[src/rtl/fnd_pkg.sv]
// Shared types and constants for the seven-segment scan driver.
// Segment order is {g,f,e,d,c,b,a}, active-high; commons are active-low.
package fnd_pkg;

    typedef enum logic {
        S_DEAD = 1'b0,
        S_ON   = 1'b1
    } state_t;

    localparam logic [6:0] SEG_0    = 7'h3F;
    localparam logic [6:0] SEG_1    = 7'h06;
    localparam logic [6:0] SEG_2    = 7'h5B;
    localparam logic [6:0] SEG_3    = 7'h4F;
    localparam logic [6:0] SEG_4    = 7'h66;
    localparam logic [6:0] SEG_5    = 7'h6D;
    localparam logic [6:0] SEG_6    = 7'h7D;
    localparam logic [6:0] SEG_7    = 7'h07;
    localparam logic [6:0] SEG_8    = 7'h7F;
    localparam logic [6:0] SEG_9    = 7'h6F;
    localparam logic [6:0] SEG_DASH = 7'h40;
    localparam logic [6:0] SEG_OFF  = 7'h00;

    localparam logic [2:0] COM_OFF  = 3'b111;

endpackage

[src/rtl/bcd_to_seg.sv]
// Combinational BCD to seven-segment decoder; non-decimal codes show a dash.
module bcd_to_seg
    import fnd_pkg::*;
(
    input  logic [3:0] i_Bcd,
    output logic [6:0] o_Seg
);

    always_comb begin
        o_Seg = SEG_DASH;
        case (i_Bcd)
            4'd0:    o_Seg = SEG_0;
            4'd1:    o_Seg = SEG_1;
            4'd2:    o_Seg = SEG_2;
            4'd3:    o_Seg = SEG_3;
            4'd4:    o_Seg = SEG_4;
            4'd5:    o_Seg = SEG_5;
            4'd6:    o_Seg = SEG_6;
            4'd7:    o_Seg = SEG_7;
            4'd8:    o_Seg = SEG_8;
            4'd9:    o_Seg = SEG_9;
            default: o_Seg = SEG_DASH;
        endcase
    end

endmodule

[src/rtl/fnd_scan_driver.sv]
// Three-digit multiplexed FND driver: per-frame digit snapshot, dead-time
// between commons, leading-zero blanking and registered pin outputs.
module fnd_scan_driver
    import fnd_pkg::*;
#(
    parameter int unsigned ON_CLK   = 99_000,
    parameter int unsigned DEAD_CLK = 1_000,
    parameter int          DP_POS   = 1
) (
    input  logic       i_Clk,
    input  logic       i_Rst,
    input  logic [3:0] i_Dig0,
    input  logic [3:0] i_Dig1,
    input  logic [3:0] i_Dig2,
    input  logic       i_Blank,
    input  logic       i_Hold,
    output logic [2:0] o_Com,
    output logic [6:0] o_Seg,
    output logic       o_Dp
);

    localparam logic [19:0] ON_LAST   = 20'(ON_CLK - 1);
    localparam logic [19:0] DEAD_LAST = 20'(DEAD_CLK - 1);
    localparam logic [1:0]  DP_IDX    = 2'(DP_POS);

    state_t          state_reg, state_next;
    logic [19:0]     cnt_reg, cnt_next;
    logic [1:0]      idx_reg, idx_next;
    logic [2:0][3:0] shadow_reg, shadow_next, dig_in;
    logic [2:0]      zero_vec, prot_vec, blank_vec;
    logic            snap_en;
    logic [3:0]      cur_bcd;
    logic [6:0]      cur_seg;
    logic [2:0]      com_next;
    logic [6:0]      seg_next;
    logic            dp_next;

    assign dig_in  = {i_Dig2, i_Dig1, i_Dig0};
    assign snap_en = (state_reg == S_DEAD) && (idx_reg == 2'd0) &&
                     (cnt_reg == 20'd0) && !i_Hold;

    // A digit at or right of the lit decimal point is never blanked;
    // DP_POS = 3 means no decimal point, so nothing is protected.
    generate
        for (genvar gi = 0; gi < 3; gi++) begin : g_digit
            assign shadow_next[gi] = snap_en ? dig_in[gi] : shadow_reg[gi];
            assign zero_vec[gi]    = (shadow_next[gi] == 4'd0);
            assign prot_vec[gi]    = (DP_POS >= gi) && (DP_POS <= 2);
        end
    endgenerate

    assign blank_vec[2] = i_Blank & zero_vec[2] & ~prot_vec[2];
    assign blank_vec[1] = blank_vec[2] & zero_vec[1] & ~prot_vec[1];
    assign blank_vec[0] = 1'b0;

    always_comb begin
        state_next = state_reg;
        cnt_next   = cnt_reg + 20'd1;
        idx_next   = idx_reg;
        case (state_reg)
            S_DEAD: begin
                if (cnt_reg == DEAD_LAST) begin
                    cnt_next   = 20'd0;
                    state_next = S_ON;
                end
            end
            S_ON: begin
                if (cnt_reg == ON_LAST) begin
                    cnt_next   = 20'd0;
                    idx_next   = (idx_reg == 2'd2) ? 2'd0 : idx_reg + 2'd1;
                    state_next = S_DEAD;
                end
            end
            default: begin
                cnt_next   = 20'd0;
                idx_next   = 2'd0;
                state_next = S_DEAD;
            end
        endcase
    end

    // Outputs are computed from the next state so the pins change on the
    // same edge as the state/index transition.
    always_comb begin
        cur_bcd = 4'd0;
        case (idx_next)
            2'd0:    cur_bcd = shadow_next[0];
            2'd1:    cur_bcd = shadow_next[1];
            2'd2:    cur_bcd = shadow_next[2];
            default: cur_bcd = 4'd0;
        endcase
    end

    bcd_to_seg u_dec (
        .i_Bcd (cur_bcd),
        .o_Seg (cur_seg)
    );

    always_comb begin
        com_next = COM_OFF;
        seg_next = SEG_OFF;
        dp_next  = 1'b0;
        if (state_next == S_ON) begin
            com_next = ~(3'b001 << idx_next);
            seg_next = blank_vec[idx_next] ? SEG_OFF : cur_seg;
            dp_next  = (idx_next == DP_IDX);
        end
    end

    always_ff @(posedge i_Clk or posedge i_Rst) begin
        if (i_Rst) begin
            state_reg  <= S_DEAD;
            cnt_reg    <= 20'd0;
            idx_reg    <= 2'd0;
            shadow_reg <= '0;
            o_Com      <= COM_OFF;
            o_Seg      <= SEG_OFF;
            o_Dp       <= 1'b0;
        end else begin
            state_reg  <= state_next;
            cnt_reg    <= cnt_next;
            idx_reg    <= idx_next;
            shadow_reg <= shadow_next;
            o_Com      <= com_next;
            o_Seg      <= seg_next;
            o_Dp       <= dp_next;
        end
    end

endmodule
[config.mk]
export PLATFORM = sky130hd
export DESIGN_NAME = fnd_scan_driver
export DESIGN_NICKNAME = d
export VERILOG_FILES = /design/src/rtl/fnd_pkg.sv /design/src/rtl/bcd_to_seg.sv /design/src/rtl/fnd_scan_driver.sv
export SDC_FILE = /design/constraint.sdc
export NUM_CORES = 1
export LEC_CHECK = 0
export ABC_AREA = 1
export BUFFER_PORTS_ARGS = -buffer_cell sky130_fd_sc_hd__buf_2
export CAP_MARGIN = 30
export CORE_MARGIN = 5
export CORE_UTILIZATION = 55
export DETAILED_ROUTE_END_ITERATION = 12
export GPL_TIMING_DRIVEN = 0
export HOLD_SLACK_MARGIN = 0.03
export PLACE_DENSITY = 0.73
export SLEW_MARGIN = 5
export SYNTH_ARGS = -nofsm -noshare
export SYNTH_HDL_FRONTEND = slang
export SYNTH_HIERARCHICAL = 1
export SYNTH_SLANG_ARGS = --single-unit
[constraint.sdc]
create_clock -name i_Clk -period 3.9 [get_ports i_Clk]
set_input_delay 0.39 -clock i_Clk [delete_from_list [all_inputs] [get_ports i_Clk]]
set_output_delay 0.39 -clock i_Clk [all_outputs]
set_load 0.02 [all_outputs]
* After elaboration in Yosys (flattened, before gate mapping)
Memories as Yosys holds them, arrays and structs flattened. Index checks and enable logic that the tools add are counted.
Storage, ports and cells: output and inout bits 11, memories 1, input bits 16, bits in read-only memories 112, word-level logic and storage cells 49, bits in registers 46
Memories:
- (no name shown) | depth 16, width 7, rd ports 1, clocked after memory_dff 0, wr ports 0, RTL line bcd_to_seg.sv:11 | case (i_Bcd)
Cells by class: order comparisons 1, bitwise operators 3, mux-type cells 19, add/subtract/negate cells 2, equal/unequal tests 5, reduce and logical (&&, ||, !) cells 8, shifts and indexed selects 1
Operators by type and width (number):
- $mux W20 | 2
- $pmux W20 S2 | 1
- $add A20 B1 Y20 const B | 1
- $eq A20 B10 Y1 const B | 1
- $eq A20 B17 Y1 const B | 1
- $logic_not A20 Y1 | 1
- $mux W7 | 2
- $mux W4 | 3
- $pmux W4 S3 | 1
- $mux W2 | 3
- $eq A2 B2 Y1 const B | 2
- $logic_not A2 Y1 | 2
- $logic_not A4 Y1 | 1
- $mux W1 | 4
- $logic_and A1 B1 Y1 | 3
- $lt A2 B3 Y1 const B | 1
- $mux W3 | 1
- $not A3 Y3 | 1
- $shl A1 B2 Y3 const A | 1
- $add A2 B1 Y2 const B | 1
- $bmux W1 S2 | 1
- $eq A2 B1 Y1 const B | 1
- $pmux W1 S2 | 1
- $and A1 B1 Y1 | 1
- 2 further kinds | 2

* Logic depth before layout (Yosys ltp)
Gate-level depths: netlist of the first run.
depth in word-level cells 11, depth in mapped cells 22, mapped depth without buffers 22

* By module
Netlist of the first run, hierarchy kept.
Modules (own cells, without submodules):
- fnd_scan_driver | sequential area each 1154.9 um^2, area an instance 2416.1 um^2, cells each 293, instances 1
- bcd_to_seg | sequential area each 0.0 um^2, area an instance 192.7 um^2, cells each 36, instances 1

* Worst setup path after synthesis of the first run
Ideal clock, no wire load.
path kind register to register, from register cnt_reg[0], to register o_Seg[3], stages on the path, launching flop included 20, buffers on the path 0, library setup time 0.113 ns, data required time 3.787 ns, clock period less this slack 2.353 ns, data arrival time 2.240 ns, setup slack 1.547 ns, path through dfrtp_1 > ha_1 > nand3_1 > nor2_2 > nand3_4 > nand2_2 > nand2_4 > nor2_2 > nand2_1 > nand3_1 > inv_1 > ha_1 > nand2_1 > nand2_1 > nand2_1 > nand2_1 > inv_1 > nor2_1 > nand2_1 > inv_1
On the way: elaborated cells on any way between the ends 24, classes of those cells 4 x eq/ne; 13 x mux; 1 x bitwise; 5 x reduce/logical; 1 x memory
RTL lines:
- start: declaration | RTL line fnd_scan_driver.sv:27 | logic [19:0] cnt_reg, cnt_next;
- start signal: assignment | RTL line fnd_scan_driver.sv:121 | cnt_reg <= cnt_next;
- $eq A20 B17 Y1 * | RTL line fnd_scan_driver.sv:68 | if (cnt_reg == ON_LAST) begin
- $mux W2 * | RTL line fnd_scan_driver.sv:68
- $mux W2 * | RTL line fnd_scan_driver.sv:60 | case (state_reg)
- named net idx_next[0] | RTL line fnd_scan_driver.sv:28 | logic [1:0] idx_reg, idx_next;
- $eq A2 B2 Y1, or another cell as far along | RTL line fnd_scan_driver.sv:86 | case (idx_next)
- $pmux W4 S3 * | RTL line fnd_scan_driver.sv:86
- named net cur_bcd[1] | RTL line fnd_scan_driver.sv:32 | logic [3:0] cur_bcd;
- $mem_v2 Z16 W7 *
- named net cur_seg[3] | RTL line fnd_scan_driver.sv:33 | logic [6:0] cur_seg;
- $mux W7 * | RTL line fnd_scan_driver.sv:105 | seg_next = blank_vec[idx_next] ? SEG_OFF : cur_seg;
- $mux W7 * | RTL line fnd_scan_driver.sv:103 | if (state_next == S_ON) begin
- named net seg_next[3] | RTL line fnd_scan_driver.sv:35 | logic [6:0] seg_next;
- end signal: assignment | RTL line fnd_scan_driver.sv:125 | o_Seg <= seg_next;
- end: declaration | RTL line fnd_scan_driver.sv:18 | output logic [6:0] o_Seg,
Mark *: on every way through the listed nets, which the timed path passes. The rest lies on a longest branch. The select of a mux whose other input is x is not followed.

* Worst setup path after layout of the first run
Ends and elaborated chain as after synthesis.

==> results of run 1 <==
## routing by layer
| layer | vias up | GRT usage, % |
|---|---|---|
| met2 | 38 | 27.2 |
| met3 | 5 | 3.85 |
| met5 | - | 0 |
| met4 | 0 | 6.19 |
| met1 | 879 | 24.2 |
| li1 | 1073 | - |
## logic make-up (layout without fill, tap and decap cells)
group	Yosys count	after routing	synth area share [%]
DFF	46	46	44.3
adders and majority gates	8	8	3.84
xor gates and xnor gates	12	12	4.03
AOI/OAI and AO/OA	12	12	3.45
buffers and inverters	61	97	9.50
and+or+nand+nor	190	190	34.9
## where the power goes
part / switching, W / internal, W
sequential: 0.00000161 / 0.000483
combinational: 0.0000337 / 0.0000205
clock: 0.000149 / 0.000209
total: 0.000184 / 0.000712
## final timing paths
path,cells after the start,start,to
max,19,cnt_reg[0]$_DFF_PP0_,o_Seg[3]$_DFF_PP0_
min,3,i_Dig0[3],shadow_reg[3]$_DFF_PP0_
max in group asynchronous,4,i_Rst,o_Com[0]$_DFF_PP1_
min reg2reg,2,shadow_reg[3]$_DFF_PP0_,shadow_reg[3]$_DFF_PP0_
max reg2reg,19,cnt_reg[0]$_DFF_PP0_,o_Seg[3]$_DFF_PP0_
min in group asynchronous,3,i_Rst,shadow_reg[11]$_DFF_PP0_
## cells in the final DEF (no fill, tap or decap), types with 3 or more instances in the layout
cell type / synthesis / layout
nor2_2: 11 / 11
dfrtp_1: 43 / 43
a21oi_2: 6 / 6
inv_2: 6 / 7
xor2_1: 11 / 11
ha_1: 8 / 8
buf_2: 0 / 26
nor2_4: 3 / 3
dfstp_2: 3 / 3
inv_1: 52 / 51
clkbuf_8: 0 / 6
nor3_1: 6 / 6
nand3b_1: 3 / 3
nand3_4: 3 / 3
nor2_1: 45 / 45
nand3_1: 11 / 11
nand2_1: 89 / 89
nand2_2: 5 / 5
nand4_1: 8 / 8
## area by class of cell
| type | instances | area [um2] |
|---|---|---|
| Timing Repair Buffer | 28 | 160 |
| Multi-Input combinational cell | 222 | 1210 |
| Fill cell | 419 | 1710 |
| Sequential cell | 46 | 1150 |
| Tap cell | 54 | 67.6 |
| Clock inverter | 1 | 30.0 |
| Clock buffer | 7 | 86.3 |
| Inverter | 58 | 218 |
| Buffer | 3 | 30.0 |
## critical path: cells and delay by family, from the launching register on
family | cells | cell delay [ns]
fa+ha+maj | 2 | 0.50
buf+inv | 3 | 0.22
flops | 1 | 0.40
simple gates | 14 | 1.54
## per-stage QoR
stage	setup slack, ns	utilization (%)	std cells
after floorplan	1.55	-	329
after global placement	1.23	60.2	409
after detailed placement	1.18	60.6	410
after CTS	1.14	63.4	419
after global routing	0.796	63.4	419
final	1.16	63.4	419
==> summary.txt, run 1 <==
setup bufs post-CTS -> 0
Chip Height -> 78.9 um
reg-to-reg setup timing slack -> 1.16 ns
Critical-path top delay cell -> dfrtp_1
chain of cells forming the critical path -> ha_1 > nand3_1 > nor2_2 > nand3_4 > nand2_2 > nand2_4 > nor2_2 > nand2_1 > nand3_1 > inv_1 > ha_1 > nand2_1 > nand2_1 > nand2_1 > nand2_1 > inv_1 > nor2_1 > nand2_1 > inv_1
maximum number of pins on one net before global-route repair -> 39
final non-filler cell area -> 2950 um2
drt total wl -> 4650 um
met2 wirelength from detailed routing -> 2060 um
class of the most critical hold timing path -> in -> reg
clock tree from TritonCTS -> built
flip-flop cell with the highest count after synthesis -> dfrtp_1
share of async-settable or async-resettable flops after synthesis -> 100%
post-synthesis cell type count -> 30
final antenna-violating net count -> 0
proportion of synthesized chip area in sequential cells -> 44.3%
first-pass GRT wire length -> 8620 um
count of nets after finishing -> 388
GP Congestion -> 0.860
synth cell count leaders -> nand2_1 (89), inv_1 (52), nor2_1 (45), dfrtp_1 (43)
buffers from clock root to sink, at most -> 2
maximum net fanout on the critical path -> 5
arrival time of the worst setup path -> 2.97 ns
DRC viols -> 0
unrepaired setup endpoints after global routing -> no
half-perimeter wire length after placement -> 3610 um
portion of synthesized cell area occupied by the leading cell type -> 41.2%
cells taking the most area after synthesis -> dfrtp_1 (41%), nand2_1 (13%), inv_1 (7.5%), nor2_1 (6.5%), ha_1 (3.8%)
Die Wd -> 78.9 um
final critical delay including setup and external delays -> 2.74 ns
worst slew margin relative to its limit -> 55.9%
Avg Cell Area, Syn -> 7.93 um2
Worst Setup Path Type -> reg -> reg
Worst Hold Margin -> 0.326 ns
post-layout power -> 0.000897 W
count of vias placed by the detailed router -> 1,995
cell repeated most along the worst path -> nand2_1
number of nets in the synthesized netlist -> 353
Peak supply drop -> 0.236 mV
routed via count divided by cell count -> 4.76
# Max-Cap Violations -> 0
count of mapped cells out of synthesis -> 329
slew of the pin with the lowest slew margin -> 0.655 ns
number of storage elements in the synthesis netlist -> 46
most frequent cell after synthesis -> nand2_1
starting density of the core -> 56.0%
drt first-iter violations -> 107
core region area -> 4660 um2
overflow left after global routing -> 0
cell at the root of the clock tree -> clkbuf_8
number of buffers inserted by hold repair at cts -> 1
final setup violation count -> 0
delay contributed by the slowest stage of the critical path -> 0.40 ns
detailed-routing wirelength on met1 -> 2340 um
clock latency of the later-clocked register in the worst-skew pair -> 0.30 ns
layout cell share with drive strength beyond 1 -> 21.6%
I/O pin total -> 27
status -> finished clean
antenna violations before repair -> 0
CTS H-tree lvls -> 2
per-cell routed wire length -> 11.1 um
Detailed Routing Iterations Pass 1 -> 4
clock transition at the registers of the reported paths -> 0.09 ns
input/output buffers -> 26
TritonCTS sink count -> 46
vias in the first global route -> 1,992
Post-Route Skew -> 0.0146 ns
CTS resizes -> 0
antenna fix cells -> 0
power density relative to cell area -> 304 nW/um2
TNS Setup -> 0 ns
kind of end point of the critical path -> flip-flop
Synth area leader -> dfrtp_1
Worst Path Required -> 4.13 ns
Die Footprint -> 6220 um2
f_max -> 365 MHz
wire length on met3 -> 199 um
GRT Resource Usage Total -> 17.5%
total placed instance area -> 2830 um2
number of enable flip-flop cells after synthesis -> 0
count of pins over their slew limit -> 0
sort of element at the start of the critical path -> flip-flop
FP Rows -> 25
Largest register FFs -> 20
Yosys warnings -> 6
leak pwr -> 1.63 nW
Hold Fails Final Rpt -> 0
Num CTS Buffers -> 5
period utilization -> 70.2%
layout overhead on the synthesized area -> 13.2%
synthesized area -> 2610 um2
highest metal used -> met4
(Power assumes the default switching activity.)
==> run 2: changes to the inputs <==
--- a/config.mk
+++ b/config.mk
@@ -5,11 +5,11 @@
 export SDC_FILE = /design/constraint.sdc
 export NUM_CORES = 1
 export LEC_CHECK = 0
-export ABC_AREA = 1
+export ABC_AREA = 0
 export BUFFER_PORTS_ARGS = -buffer_cell sky130_fd_sc_hd__buf_2
 export CAP_MARGIN = 30
 export CORE_MARGIN = 5
-export CORE_UTILIZATION = 55
+export CORE_UTILIZATION = 52
 export DETAILED_ROUTE_END_ITERATION = 12
 export GPL_TIMING_DRIVEN = 0
 export HOLD_SLACK_MARGIN = 0.03
==> constraint.sdc (replaced) <==
create_clock -name i_Clk -period 2.3 [get_ports i_Clk]
set_input_delay 0.23 -clock i_Clk [delete_from_list [all_inputs] [get_ports i_Clk]]
set_output_delay 0.23 -clock i_Clk [all_outputs]
set_load 0.02 [all_outputs]
==> summary.txt, run 2 <==
antenna violations before repair -> 0 (unchanged)
hold path startpoint -> i_Dig1[2]
Worst Setup Path Type -> reg -> reg
power density relative to cell area -> 475 nW/um2 (+56%)
# Max-Cap Violations -> 0 (unchanged)
reg-to-reg setup timing slack -> -0.70 ns (-1.86 ns)
GRT Resource Usage Total -> 17.2% (-0.26 points)
vias in the first global route -> 1,838 (-7.7%)
status -> finished with violations
delay contributed by the slowest stage of the critical path -> 0.45 ns (+0.05 ns)
footprint of the multi-input gates -> 1350 um2 (+12%)
half-perimeter wire length after placement -> 3610 um (+0.16%)
worst slew margin relative to its limit -> 54.1% (-1.8 points)
Detailed Routing Iterations Pass 1 -> 4 (unchanged)
maximum number of pins on one net before global-route repair -> 37 (-5.1%)
proportion of power drawn by the clock network -> 35.1% (-4.8 points)
final setup violation count -> 17 (+17)
Yosys warnings -> 6 (unchanged)
Die Footprint -> 6110 um2 (-1.8%)
cells taking the most area after synthesis -> dfrtp_1 (45%), nand3_1 (5.0%), nand2_1 (4.2%), ha_1 (4.1%), a22oi_1 (4.0%)
Avg Cell Area, Syn -> 9.58 um2 (+21%)
buffers from clock root to sink, at most -> 2 (unchanged)
maximum net fanout on the critical path -> 5 (unchanged)
final non-filler cell area -> 3020 um2 (+2.1%)
count of mapped cells out of synthesis -> 252 (-23%)
final instance count without filler cells -> 352 (-16%)
share of async-settable or async-resettable flops after synthesis -> 100% (unchanged)
switching power -> 0.000319 W (+73%)
number of storage elements in the synthesis netlist -> 46 (unchanged)
placed cell count -> 332 (-19%)
kind of end point of the critical path -> flip-flop
layout cell share with drive strength beyond 1 -> 31.7% (+10 points)
DRC viols -> 0 (unchanged)
leak pwr -> 1.43 nW (-12%)
per-cell routed wire length -> 14.7 um (+33%)
final critical delay including setup and external delays -> 3.00 ns (+0.260 ns)
sequential standard cell area -> 1160 um2 (+0.11%)
clock latency of the later-clocked register in the worst-skew pair -> 0.30 ns (about the same)
class of the most critical hold timing path -> in -> reg
number of enable flip-flop cells after synthesis -> 0 (unchanged)
core region area -> 4440 um2 (-4.6%)
Filler Cells Inserted -> 357 (-15%)
Util after Layout -> 67.8% (+4.5 points)
post-synthesis cell type count -> 38 (+27%)
synthesized area -> 2410 um2 (-7.4%)
first-pass GRT wire length -> 8420 um (-2.3%)
most frequent standard cell in the layout excluding fill and tap cells -> dfrtp_1
antenna fix cells -> 0 (unchanged)
layout overhead on the synthesized area -> 24.9%
arrival time of the worst setup path -> 3.18 ns (+0.21 ns)
proportion of synthesized chip area in sequential cells -> 47.8% (+3.6 points)
Chip Height -> 78.1 um (-0.92%)
final antenna-violating net count -> 0 (unchanged)
Hold Fails Final Rpt -> 0 (unchanged)
drt total wl -> 5180 um (+11%)
worst hold endpoint -> shadow_reg[6]$_DFF_PP0_
total internal power -> 0.00111 W (+56%)
Num CTS Buffers -> 5 (unchanged)
unrepaired setup endpoints after global routing -> yes
count of pins over their slew limit -> 0 (unchanged)
sort of element at the start of the critical path -> flip-flop
Synth area leader -> dfrtp_1
f_max -> 334 MHz (-8.7%)
Peak supply drop -> 0.349 mV (+48%)
starting density of the core -> 54.3% (-1.6 points)
Worst Path Required -> 2.48 ns (-1.65 ns)
chain of cells forming the critical path -> or3_4 > buf_4 > nor4_4 > nand3_1 > a22oi_1 > or3_4 > inv_4 > ha_4 > and2b_1 > o31a_1 > nor3b_2
hold depth -> 3 (unchanged)
end of the worst register-to-register path -> o_Seg[5]$_DFF_PP0_
slew of the pin with the lowest slew margin -> 0.683 ns (+0.0288 ns)
input/output buffers -> 26 (unchanged)
period utilization -> 130% (+60 points)
switching part of the total power -> 22.3% (+1.7 points)
failing checks -> setup timing
CTS H-tree lvls -> 2 (unchanged)
I/O pin total -> 27 (unchanged)
Die Wd -> 78.1 um (-0.92%)
flip-flop cell with the highest count after synthesis -> dfrtp_1
GP Congestion -> 0.828 (-3.8%)
cell at the root of the clock tree -> clkbuf_8
FP Rows -> 24 (-4.0%)
clock tree from TritonCTS -> built
Post-Route Skew -> 0.00722 ns (-0.00739 ns)
number of nets in the synthesized netlist -> 276 (-22%)
count of nets after finishing -> 323 (-17%)
TritonCTS sink count -> 46 (unchanged)
FF-to-FF Start -> cnt_reg[3]$_DFF_PP0_
drt first-iter violations -> 109 (+1.9%)
cell repeated most along the worst path -> or3_4
portion of synthesized cell area occupied by the leading cell type -> 44.6% (+3.3 points)
routed via count divided by cell count -> 5.64 (+18%)
power share of the combinational group -> 7.6% (+1.6 points)
synth cell count leaders -> dfrtp_1 (43), nand2_1 (27), nand3_1 (24), nor2_1 (19), o21ai_0 (14)
sequential power share -> 57.4% (+3.4 points)
overflow left after global routing -> 0 (unchanged)
top library cells by usage in the layout, fill and taps aside -> dfrtp_1 (42), buf_2 (29), nand2_1 (26)
worst-case setup margin in the final layout -> -0.697 ns (-1.86 ns)
worst setup timing slack at the placement stage -> -0.812 ns (-1.99 ns)
clock transition at the registers of the reported paths -> 0.08 ns (about the same)
r2r worst-path depth -> 11 (-8)
Largest register FFs -> 20 (unchanged)
total placed instance area -> 2710 um2 (-4.0%)
most frequent cell after synthesis -> dfrtp_1
Critical-path top delay cell -> dfrtp_2
count of vias placed by the detailed router -> 1,984 (-0.55%)
==> run 2: cell count changes after synthesis, sizes merged, moves of 8 or more <==
cell,before,now
a22oi,0,13
nand3,14,24
o21ai,4,17
nor2,60,19
inv,58,12
nand2,95,27
xnor2,1,9
==> run 2: worst max-delay path by stage <==
stage	from	end	slack [ns]	cells after the start
global placement	cnt_reg[0]$_DFF_PP0_	o_Seg[5]$_DFF_PP0_	-0.85	13
floorplan	cnt_reg[17]$_DFF_PP0_	o_Seg[5]$_DFF_PP0_	-0.53	9
detailed placement	cnt_reg[0]$_DFF_PP0_	o_Seg[5]$_DFF_PP0_	-0.81	13
CTS	cnt_reg[3]$_DFF_PP0_	o_Seg[3]$_DFF_PP0_	-0.64	9
global route	cnt_reg[3]$_DFF_PP0_	o_Seg[5]$_DFF_PP0_	-0.84	11
finish	cnt_reg[3]$_DFF_PP0_	o_Seg[5]$_DFF_PP0_	-0.70	11
==> run 2: final cells by class <==
type	instances	area share (%)
Inverter	12	1.74
Clock buffer	7	2.86
Timing Repair Buffer	40	8.22
Clock inverter	1	0.166
Multi-Input combinational cell	186	44.7
Tap cell	52	2.16
Buffer	8	1.78
Sequential cell	46	38.3
==> run 2: cell families after synthesis <==
kind of cell,count (synthesis),synth area share [%]
xor gates and xnor gates,18,6.53
muxes,1,0.622
and+or+nand+nor,120,25.7
adders and majority gates,8,4.15
AOI/OAI and AO/OA,39,11.4
buffers and inverters,20,3.78
DFF,46,47.8
==> run 2: layer usage <==
layer / share of wire [%] / up-vias / global-route usage [%] / wire [um]
met5: 0 / - / 0 / 0
met4: 1.6 / 0 / 6.47 / 85
met3: 4.8 / 6 / 3.78 / 248
met2: 45 / 45 / 25.3 / 2330
met1: 49 / 951 / 25.1 / 2520
li1: - / 982 / - / -
==> run 2: metrics by stage <==
step,total power [W],hold slack [ns],TNS [ns]
detailed placement,0.000937,0.175,-4.90
finish,0.00143,0.190,-4.83
global placement,0.000931,0.478,-4.98
floorplan,0.000904,0.383,-3.49
global route,0.00151,0.190,-6.82
CTS,0.00144,0.182,-4.58
==> run 2: worst max-delay path, delay by kind of cell (launching register included) <==
family | cells | cell delay [ns]
adders and majority gates | 1 | 0.16
AOI/OAI and AO/OA | 2 | 0.52
DFF | 1 | 0.45
buffers and inverters | 2 | 0.21
and+or+nand+nor | 6 | 1.53
==> run 2: power by group through the flow <==
| stage | Sequential [W] | Clock (W) | Combinational, W |
|---|---|---|---|
| after detailed placement | 0.000838 | 0 | 0.0000991 |
| after global placement | 0.000838 | 0 | 0.0000934 |
| after global routing | 0.000823 | 0.000560 | 0.000124 |
| after floorplan | 0.000837 | 0 | 0.0000676 |
| final | 0.000822 | 0.000502 | 0.000109 |
| after CTS | 0.000822 | 0.000517 | 0.000105 |
==> run 2: timing repair <==
action / in CTS / in global routing
gates resized for setup: 13 / 22
setup buffers: 6 / 5
endpoints found under the setup margin: 7 / 18
hold endpoints to repair: 9 / 0
pin swaps: 4 / 3
hold buffers: 1 / 0
==> run 3: changes to the inputs <==
--- a/config.mk
+++ b/config.mk
@@ -17,5 +17,4 @@
 export SLEW_MARGIN = 5
 export SYNTH_ARGS = -nofsm -noshare
 export SYNTH_HDL_FRONTEND = slang
-export SYNTH_HIERARCHICAL = 1
 export SYNTH_SLANG_ARGS = --single-unit
==> summary.txt, run 3 <==
worst setup timing slack at the placement stage -> -0.837 ns (-0.0248 ns)
maximum net fanout on the critical path -> 6 (+1)
family with the most delay on the worst path -> simple AND/OR/NAND/NOR gates
per-cell routed wire length -> 15.7 um (+6.6%)
number of enable flip-flop cells after synthesis -> 0 (unchanged)
Avg Cell Area, Syn -> 9.75 um2 (+1.7%)
slew of the pin with the lowest slew margin -> 0.547 ns (-0.136 ns)
delay contributed by the slowest stage of the critical path -> 0.62 ns (+0.17 ns)
drt first-iter violations -> 148 (+36%)
layout overhead on the synthesized area -> 30.5%
Largest register FFs -> 20 (unchanged)
flip-flop cell with the highest count after synthesis -> dfrtp_1
TNS Setup -> -3.44 ns (+1.39 ns)
final instance count without filler cells -> 355 (+0.85%)
f_max -> 355 MHz (+6.3%)
final non-filler cell area -> 3180 um2 (+5.5%)
dominant combinational cell family by area after synthesis -> simple AND/OR/NAND/NOR gates
synthesized area -> 2440 um2 (+0.93%)
Synth area leader -> dfrtp_1
Hold Fails Final Rpt -> 0 (unchanged)
number of buffers and inverters on the critical path -> 1 (-1)
top library cells by usage in the layout, fill and taps aside -> dfrtp_1 (41), buf_2 (27), nor2_1 (25)
GP Congestion -> 0.842 (+1.7%)
class of the most critical hold timing path -> in -> reg
final antenna-violating net count -> 0 (unchanged)
starting density of the core -> 52.6% (-1.7 points)
DRC viols -> 0 (unchanged)
period utilization -> 123% (-7.7 points)
Die Wd -> 78.5 um (+0.41%)
arrival time of the worst setup path -> 3.04 ns (-0.14 ns)
final setup violation count -> 7 (-10)
half-perimeter wire length after placement -> 3720 um (+2.9%)
GRT Resource Usage Total -> 19.4% (+2.1 points)
Detailed Routing Iterations Pass 1 -> 4 (unchanged)
leak pwr -> 1.53 nW (+7.0%)
input/output buffers -> 26 (unchanged)
CTS H-tree lvls -> 2 (unchanged)
share of async-settable or async-resettable flops after synthesis -> 100% (unchanged)
number of storage elements in the synthesis netlist -> 46 (unchanged)
chain of cells forming the critical path -> or3_4 > or4_4 > o21ai_4 > nand4_1 > a32oi_4 > inv_2 > ha_4 > mux2_4 > o22ai_2
unrepaired setup endpoints after global routing -> yes
clock transition at the registers of the reported paths -> 0.09 ns (about the same)
placed cell count -> 331 (-0.30%)
portion of synthesized cell area occupied by the leading cell type -> 44.1% (-0.41 points)
drt total wl -> 5570 um (+7.5%)
proportion of synthesized chip area in sequential cells -> 47.4% (-0.44 points)
number of nets in the synthesized netlist -> 274 (-0.72%)
vias in the first global route -> 2,003 (+9.0%)
kind of end point of the critical path -> flip-flop
# Max-Cap Violations -> 0 (unchanged)
most frequent standard cell in the layout excluding fill and tap cells -> dfrtp_1
TritonCTS sink count -> 46 (unchanged)
cell depth of the worst setup path -> 9 (-2)
clock tree from TritonCTS -> built
Chip Height -> 78.5 um (+0.41%)
worst-case setup margin in the final layout -> -0.520 ns (+0.177 ns)
failing checks -> setup timing
Worst Path Required -> 2.52 ns (+0.04 ns)
layout cell share with drive strength beyond 1 -> 33.6% (+1.9 points)
post-layout power -> 0.00167 W (+17%)
fraction of the mapped netlist area in adder cells -> 4.11% (-0.038 points)
Yosys warnings -> 0 (-6)
Num CTS Buffers -> 5 (unchanged)
maximum number of pins on one net before global-route repair -> 25 (-32%)
total placed instance area -> 2730 um2 (+0.41%)
count of pins over their slew limit -> 0 (unchanged)
simple-gate share of the synthesized area -> 22.7% (-3.0 points)
hold depth -> 2 (-1)
complex-gate fraction of the synthesized area -> 12.3% (+0.87 points)
overflow left after global routing -> 0 (unchanged)
first-pass GRT wire length -> 9450 um (+12%)
Die Footprint -> 6160 um2 (+0.82%)
I/O pin total -> 27 (unchanged)
sort of element at the start of the critical path -> flip-flop
cells taking the most area after synthesis -> dfrtp_1 (44%), xor2_1 (4.3%), ha_1 (4.1%), nor2_1 (4.0%), nand3_1 (3.7%)
cell at the root of the clock tree -> clkbuf_8
most frequent cell after synthesis -> dfrtp_1
core region area -> 4630 um2 (+4.2%)
count of mapped cells out of synthesis -> 250 (-0.79%)
Peak supply drop -> 0.333 mV (-4.8%)
antenna violations before repair -> 0 (unchanged)
worst slew margin relative to its limit -> 63.5% (+9.4 points)
share of cell area taken by muxes after synthesis -> 3.03% (+2.4 points)
xor and xnor fraction of the mapped netlist area -> 6.47% (-0.060 points)
final critical delay including setup and external delays -> 2.82 ns (-0.177 ns)
Critical-path top delay cell -> or4_4
buffers from clock root to sink, at most -> 2 (unchanged)
FP Rows -> 25 (+4.2%)
antenna fix cells -> 0 (unchanged)
count of nets after finishing -> 324 (+0.31%)
post-synthesis cell type count -> 55 (+45%)
synth cell count leaders -> dfrtp_1 (43), nor2_1 (26), nand2_1 (19), nand3_1 (18), inv_1 (15)
Post-Route Skew -> 0.00855 ns (+0.00133 ns)
clock latency of the later-clocked register in the worst-skew pair -> 0.30 ns (about the same)
r2r worst-path depth -> 9 (-2)
power density relative to cell area -> 526 nW/um2 (+11%)
count of vias placed by the detailed router -> 2,018 (+1.7%)
Worst Setup Path Type -> reg -> reg
status -> finished with violations
routed via count divided by cell count -> 5.68 (+0.85%)
## run 3: what timing repair did
item | 4_1_cts | 5_1_grt
hold buffers | 1 | 0
pin swaps | 16 | 6
setup buffers | 12 | 4
endpoints found under the setup margin | 22 | 17
gates resized for setup | 24 | 14
endpoints found under the hold margin | 22 | 0
## run 3: through the flow
| stage | hold WS [ns] | utilization [%] |
|---|---|---|
| final | 0.162 | 68.7 |
| after global routing | 0.169 | 68.7 |
| after CTS | 0.164 | 67.0 |
| after detailed placement | 0.312 | 58.9 |
| after global placement | 0.466 | 58.3 |
| after floorplan | 0.347 | - |
## run 3: area by class of cell
cell class | count | area (um2)
Buffer | 9 | 71.3
Clock buffer | 6 | 82.6
Inverter | 15 | 56.3
Timing Repair Buffer | 44 | 288
Clock inverter | 2 | 60.1
Fill cell | 364 | 1450
Tap cell | 54 | 67.6
Sequential cell | 46 | 1160
Multi-Input combinational cell | 179 | 1400
## run 3: path summary, 6_finish.rpt
kind | end | slack, ns | start
setup reg to reg | o_Seg[0]$_DFF_PP0_ | -0.52 | cnt_reg[3]$_DFF_PP0_
min in group asynchronous | shadow_reg[2]$_DFF_PP0_ | 0.51 | i_Rst
setup / recovery | o_Seg[0]$_DFF_PP0_ | -0.52 | cnt_reg[3]$_DFF_PP0_
hold / removal | shadow_reg[8]$_DFF_PP0_ | 0.16 | i_Dig2[0]
max in group asynchronous | o_Com[0]$_DFF_PP1_ | 1.21 | i_Rst
hold reg to reg | cnt_reg[19]$_DFF_PP0_ | 0.48 | cnt_reg[19]$_DFF_PP0_
## run 3: power by group
part	switching (W)	internal, W	leakage [nW]
registers	0.00000433	0.000819	0.602
logic	0.0000622	0.0000565	0.860
clock network	0.000268	0.000463	0.0714
total	0.000334	0.00134	1.53
## run 3: worst register-to-register path, cell delays in order, from the launching register on
cell	delay, ns
dfrtp_1	0.41
or3_4	0.42
or4_4	0.62
o21ai_4	0.19
nand4_1	0.16
a32oi_4	0.34
inv_2	0.10
ha_4	0.17
mux2_4	0.26
o22ai_2	0.08
## run 3: cell families (layout without fill, tap and decap cells)
| group | count (synthesis) | after routing |
|---|---|---|
| compound gates | 43 | 43 |
| xor+xnor | 18 | 18 |
| fa+ha+maj | 8 | 8 |
| buf+inv | 25 | 76 |
| flops | 46 | 46 |
| mux | 7 | 7 |
| simple gates | 103 | 103 |
## run 3: per-layer routing
metal / vias up / global-route usage [%] / share of wire, %
met5: - / 0 / 0
met4: 0 / 6.47 / 1.6
met3: 12 / 3.33 / 3.5
met2: 39 / 31.4 / 48
met1: 984 / 26.4 / 47
li1: 983 / - / -
